==> config.mk <==
export PLATFORM = sky130hd
export DESIGN_NAME = adler32_multilane
export DESIGN_NICKNAME = d
export VERILOG_FILES = /design/src/rtl/adler32_pkg.sv /design/src/rtl/adler_mod_reduce.sv /design/src/rtl/adler32_multilane.sv
export SDC_FILE = /design/constraint.sdc
export NUM_CORES = 1
export LEC_CHECK = 0
export CAP_MARGIN = 20
export CELL_PAD_IN_SITES_DETAIL_PLACEMENT = 1
export CELL_PAD_IN_SITES_GLOBAL_PLACEMENT = 1
export CORE_ASPECT_RATIO = 1.4
export CORE_MARGIN = 2
export CORE_UTILIZATION = 44
export DETAILED_ROUTE_END_ITERATION = 8
export PLACE_DENSITY_LB_ADDON = 0.1
export REMOVE_ABC_BUFFERS = 1
export SETUP_SLACK_MARGIN = 0.5
export SLEW_MARGIN = 20
export SYNTH_ARGS = -nofsm -noshare
export SYNTH_HDL_FRONTEND = slang
export SYNTH_SLANG_ARGS = --single-unit
==> constraint.sdc <==
create_clock -name clk -period 33.3 [get_ports clk]
set_input_delay 3.33 -clock clk [delete_from_list [all_inputs] [get_ports clk]]
set_output_delay 3.33 -clock clk [all_outputs]
set_load 0.02 [all_outputs]
==> src/rtl/adler32_pkg.sv <==
// Shared constants and types for the multi-lane Adler-32 engine.
// Used by both the top level and the modular reduction block.
package adler32_pkg;

    localparam int unsigned ADLER_MOD    = 65521;
    localparam int unsigned ADLER_INIT_A = 1;

    // 2^16 mod 65521; lets the upper bits be folded back into the low half.
    localparam int unsigned ADLER_FOLD   = 15;

    typedef enum logic [1:0] {
        IDLE,
        BUSY,
        DONE
    } state_t;

    typedef struct packed {
        logic [15:0] b;
        logic [15:0] a;
    } checksum_t;

endpackage

==> src/rtl/adler_mod_reduce.sv <==
// Combinational reduction of a 20-bit value modulo 65521.
// Folds bits [19:16] back in as a multiple of 15, then does one conditional subtract.
module adler_mod_reduce
    import adler32_pkg::*;
(
    input  logic [19:0] x,
    output logic [15:0] y
);

    logic [16:0] fold;

    // Max folded value is 15*15 + 65535 = 65760, below twice the modulus,
    // so a single subtract always lands the result under 65521.
    always_comb begin
        fold = 17'(x[19:16]) * 17'(ADLER_FOLD) + 17'(x[15:0]);
        if (fold >= 17'(ADLER_MOD)) begin
            y = 16'(fold - 17'(ADLER_MOD));
        end else begin
            y = fold[15:0];
        end
    end

endmodule

==> src/rtl/adler32_multilane.sv <==
// Adler-32 checksum engine consuming LANES bytes per beat of a framed stream.
// The checksum appears with a one-cycle valid pulse the clock after the final byte.
module adler32_multilane
    import adler32_pkg::*;
#(
    parameter int LANES  = 4,
    parameter int SIZE_W = 32
) (
    input  logic                 clk,
    input  logic                 reset,
    input  logic [SIZE_W-1:0]    size,
    input  logic                 size_valid,
    input  logic                 data_start,
    input  logic [8*LANES-1:0]   data,
    input  logic                 data_valid,
    output logic [31:0]          checksum,
    output logic                 valid,
    output logic                 busy
);

    localparam int K_W = 3;

    state_t              state;
    logic [SIZE_W-1:0]   size_reg;
    logic [SIZE_W-1:0]   remaining;
    logic [15:0]         acc_a;
    logic [15:0]         acc_b;

    logic                start;
    logic                accept;
    logic [SIZE_W-1:0]   rem_base;
    logic [SIZE_W-1:0]   rem_next;
    logic [K_W-1:0]      k;
    logic [15:0]         a_base;
    logic [15:0]         b_base;
    logic [19:0]         sum_d;
    logic [19:0]         sum_w;
    logic [19:0]         a_pre;
    logic [19:0]         b_pre;
    logic [15:0]         a_next;
    logic [15:0]         b_next;

    // NOTE: every signal gets a default at the top of the block so no path leaves it unassigned (no latches).
    always_comb begin
        start  = (state != BUSY) && data_start && data_valid;
        accept = start || ((state == BUSY) && data_valid);

        rem_base = remaining;
        a_base   = acc_a;
        b_base   = acc_b;
        if (start) begin
            rem_base = size_valid ? size : size_reg;
            a_base   = 16'(ADLER_INIT_A);
            b_base   = '0;
        end

        // Bytes taken this beat; never more than what is left, so remaining cannot wrap.
        if (rem_base >= SIZE_W'(LANES)) begin
            k = K_W'(LANES);
        end else begin
            k = K_W'(rem_base);
        end
        rem_next = rem_base - SIZE_W'(k);

        // Lane i is the (i+1)-th byte of the beat, so it is added into A k-i times by the end.
        sum_d = '0;
        sum_w = '0;
        for (int i = 0; i < LANES; i++) begin
            if (K_W'(i) < k) begin
                sum_d = sum_d + 20'(data[8*i +: 8]);
                sum_w = sum_w + 20'(k - K_W'(i)) * 20'(data[8*i +: 8]);
            end
        end

        a_pre = 20'(a_base) + sum_d;
        b_pre = 20'(b_base) + 20'(k) * 20'(a_base) + sum_w;
    end

    adler_mod_reduce u_reduce_a (
        .x (a_pre),
        .y (a_next)
    );

    adler_mod_reduce u_reduce_b (
        .x (b_pre),
        .y (b_next)
    );

    // NOTE: sequential state uses non-blocking assignments and every register, accumulators included, has an async reset value.
    always_ff @(posedge clk or posedge reset) begin
        if (reset) begin
            state     <= IDLE;
            size_reg  <= '0;
            remaining <= '0;
            acc_a     <= '0;
            acc_b     <= '0;
            checksum  <= '0;
            valid     <= 1'b0;
            busy      <= 1'b0;
        end else begin
            valid <= 1'b0;

            if ((state != BUSY) && size_valid) begin
                size_reg <= size;
            end

            if (accept) begin
                acc_a     <= a_next;
                acc_b     <= b_next;
                remaining <= rem_next;
                if (rem_next == '0) begin
                    state    <= DONE;
                    valid    <= 1'b1;
                    busy     <= 1'b0;
                    checksum <= checksum_t'{b: b_next, a: a_next};
                end else begin
                    state <= BUSY;
                    busy  <= 1'b1;
                end
            end
        end
    end

endmodule

==> key figures <==
Synthesis
  – Number of synthesized register bits: 131
  – Avg Cell Area, Syn: roughly 8.2 sq um
  – Syn Inst Count: 2434
  – Yosys cell types: 96
  – Post-synth top area cell: dfrtp_1
  – Synthesized area: 20100 sq um
  – Yosys warning count: 0
  – Top_reg_cell synth: dfrtp_1
  – Sequential element share of the synthesized area: 0.163
  – Synth area leaders: dfrtp_1 (16%), ha_1 (14%), fa_1 (11%)
  – Yosys top cell area share: 0.163
  – Post-synth EDFFs: 0
  – Synth async-reset ratio: 1.00

Place
  – DP Area: 21700 sq um
  – RePlAce Congestion: around 0.89
  – PortBufs: around 100
  – DPL Wire Length: ~54000 um

Hold path
  – Worst min path class: reg2reg

Worst setup path
  – Data arrival, critical path: 23610 ps
  – CP Launch Type: primary input
  – CP max stage delay: 590 ps
  – Critical Path RT: 33620 ps
  – Worst path slowest cell: o31ai_1
  – CP endpoint kind: flop
  – Worst Setup Path Type: in2reg
  – CP most frequent cell: inv_1
  – Largest fanout on the critical path: 29

Clocking
  – Clock Sink Count: 131
  – CTS tree: built
  – Clk Latency, worst-skew pair: 440 ps
  – Clock transition at path regs: about 60 ps
  – CTS resizes: 0
  – CTS Buffer Depth: 2
  – # hold bufs at CTS: 0
  – CTS Buf Count: 17
  – Post-CTS Setup Bufs: 0
  – CTS root buffer: clkbuf_16
  – CTS HTree Levels: 4

Final layout
  – # diodes: 0
  – Fin area: 22300 sq um
  – Area grow syn2layout: 11.1%
  – Final Util: 0.495
  – Layout cells sized above 1: 0.0678
  – Fin nets: 2902
  – Most common cell after layout, fill and taps aside: nand2_1
  – Most frequent cells in the layout: nand2_1 (255), ha_1 (230), inv_1 (220), nor2_1 (175), a21oi_1 (156)

Outcome
  – Outcome: completed

Timing
  – Count of final hold-check violations: 0
  – Final period util: 0.699
  – Slew @ Worst Pin: 1040 ps
  – RSZ-0062 raised after global routing: false
  – Fmax achieved: 42.9 MHz
  – Rel. slew slack: 0.298
  – Fin Clk Skew: between 8 and 9 ps
  – Slew Limit Fails: 0
  – Final hold slack: 463 ps
  – Final min period: 23290 ps
  – Setup TNS: 0 ps
  – Setup violations, final: 0

Routing
  – DRT Pass-1 Iters: 5
  – Via density per instance: 5.73
  – Initial DRC Count: 705
  – Routed Antenna Nets: 0
  – Wire length per cell: 20.9 um
  – Vias: between 15000 and 20000
  – Final WL: 65300 um
  – Residual DRC: 0

Floorplan
  – Top Ports: 103
  – Die area: 47400 sq um
  – Initial Utilization: 0.446
  – FP Rows: 92
  – Core ar.: approximately 45000 sq um
  – Die Width: between 150 and 200 um
  – Die height: between 200 and 300 um

Flow run
  – Max Cap Viol: 0

Global routing
  – Vias in the first global route: 19900
  – Overflow after GRT: 0
  – Global-route wire length before repair: 106000 um
  – Global Route Usage Sum: 0.285
  – Initial antenna violation count: 0
  – Largest net degree at the start of global routing: just under 90
==> final cells by class <==
type / count / area [sq um]
Clock buffer: 19 / 433
Clock inverter: 13 / 175
Fill cell: 5411 / 22700
Inverter: 222 / 838
Multi-Input combinational cell: 1999 / 15600
Sequential cell: 131 / 3280
Tap cell: 611 / 764
Timing Repair Buffer: 124 / 1180
==> worst max-delay path, delay by kind of cell <==
family / cells / cell delay, ps
adders and majority gates: 16 / 6490
xor gates and xnor gates: 6 / 1250
and+or+nand+nor: 16 / 4540
buffers and inverters: 11 / 1810
AOI/OAI and AO/OA: 21 / 5510
muxes: 2 / 580
==> synth_stat cells (all sizes together), types with 10 or more instances <==
| cell type | instances |
|---|---|
| buf | 28 |
| a31oi | 10 |
| clkbuf | 55 |
| nand2 | 257 |
| o211ai | 19 |
| nand2b | 31 |
| or3 | 18 |
| o21ai | 124 |
| o21a | 17 |
| dfrtp | 131 |
| a2111oi | 10 |
| mux2i | 52 |
| and2 | 59 |
| ha | 230 |
| a21oi | 159 |
| nor2b | 54 |
| nand4 | 11 |
| a21o | 44 |
| nand3 | 56 |
| and3 | 22 |
| mux2 | 88 |
| a211oi | 20 |
| nor4 | 15 |
| fa | 108 |
| xor2 | 64 |
| o21bai | 35 |
| o31ai | 15 |
| nor3b | 10 |
| nor3 | 65 |
| xnor2 | 111 |
| o2111ai | 11 |
| inv | 222 |
| nor2 | 176 |
==> routing by layer <==
layer	wire, um	vias up	track usage
met4	3520	0	0.145
met5	0	-	0
met3	1170	135	0.0254
met2	35000	270	0.538
li1	-	8570	-
met1	25700	8882	0.312
==> cell families after synthesis <==
family	after synthesis	share of synthesized area
compound gates	534	0.174
xor+xnor	177	0.0786
fa+ha+maj	338	0.251
buf+inv	305	0.0596
flops	131	0.163
mux	140	0.0755
other cells	1	0.000187
simple gates	808	0.198
==> stage by stage <==
stage                     cells  setup slack (ps)
after floorplan            2352             10960
after global placement     3087             10150
after detailed placement   3087              9770
after CTS                  3119             10140
after global routing       3119              8590
final                      3119             10010
==> worst paths after layout <==
check                                      from                  endpoint  depth (start not counted)  slack [ps]
max in group asynchronous                 reset  remaining[7]$_DFFE_PP0N_                          3       28670
max                                  data_valid  checksum[21]$_DFFE_PP0P_                         72       10010
min                        acc_b[3]$_DFFE_PP0N_      acc_b[3]$_DFFE_PP0N_                          2         460
max reg2reg                state[1]$_DFFE_PP0N_  checksum[21]$_DFFE_PP0P_                         71       13040
min in group asynchronous                 reset  checksum[26]$_DFFE_PP0P_                          2        3390
min reg2reg                acc_b[3]$_DFFE_PP0N_      acc_b[3]$_DFFE_PP0N_                          2         460
Power is left out: the tool's default activity adds up to more than one toggle a clock period on the data nets, which glitch-free logic cannot reach.
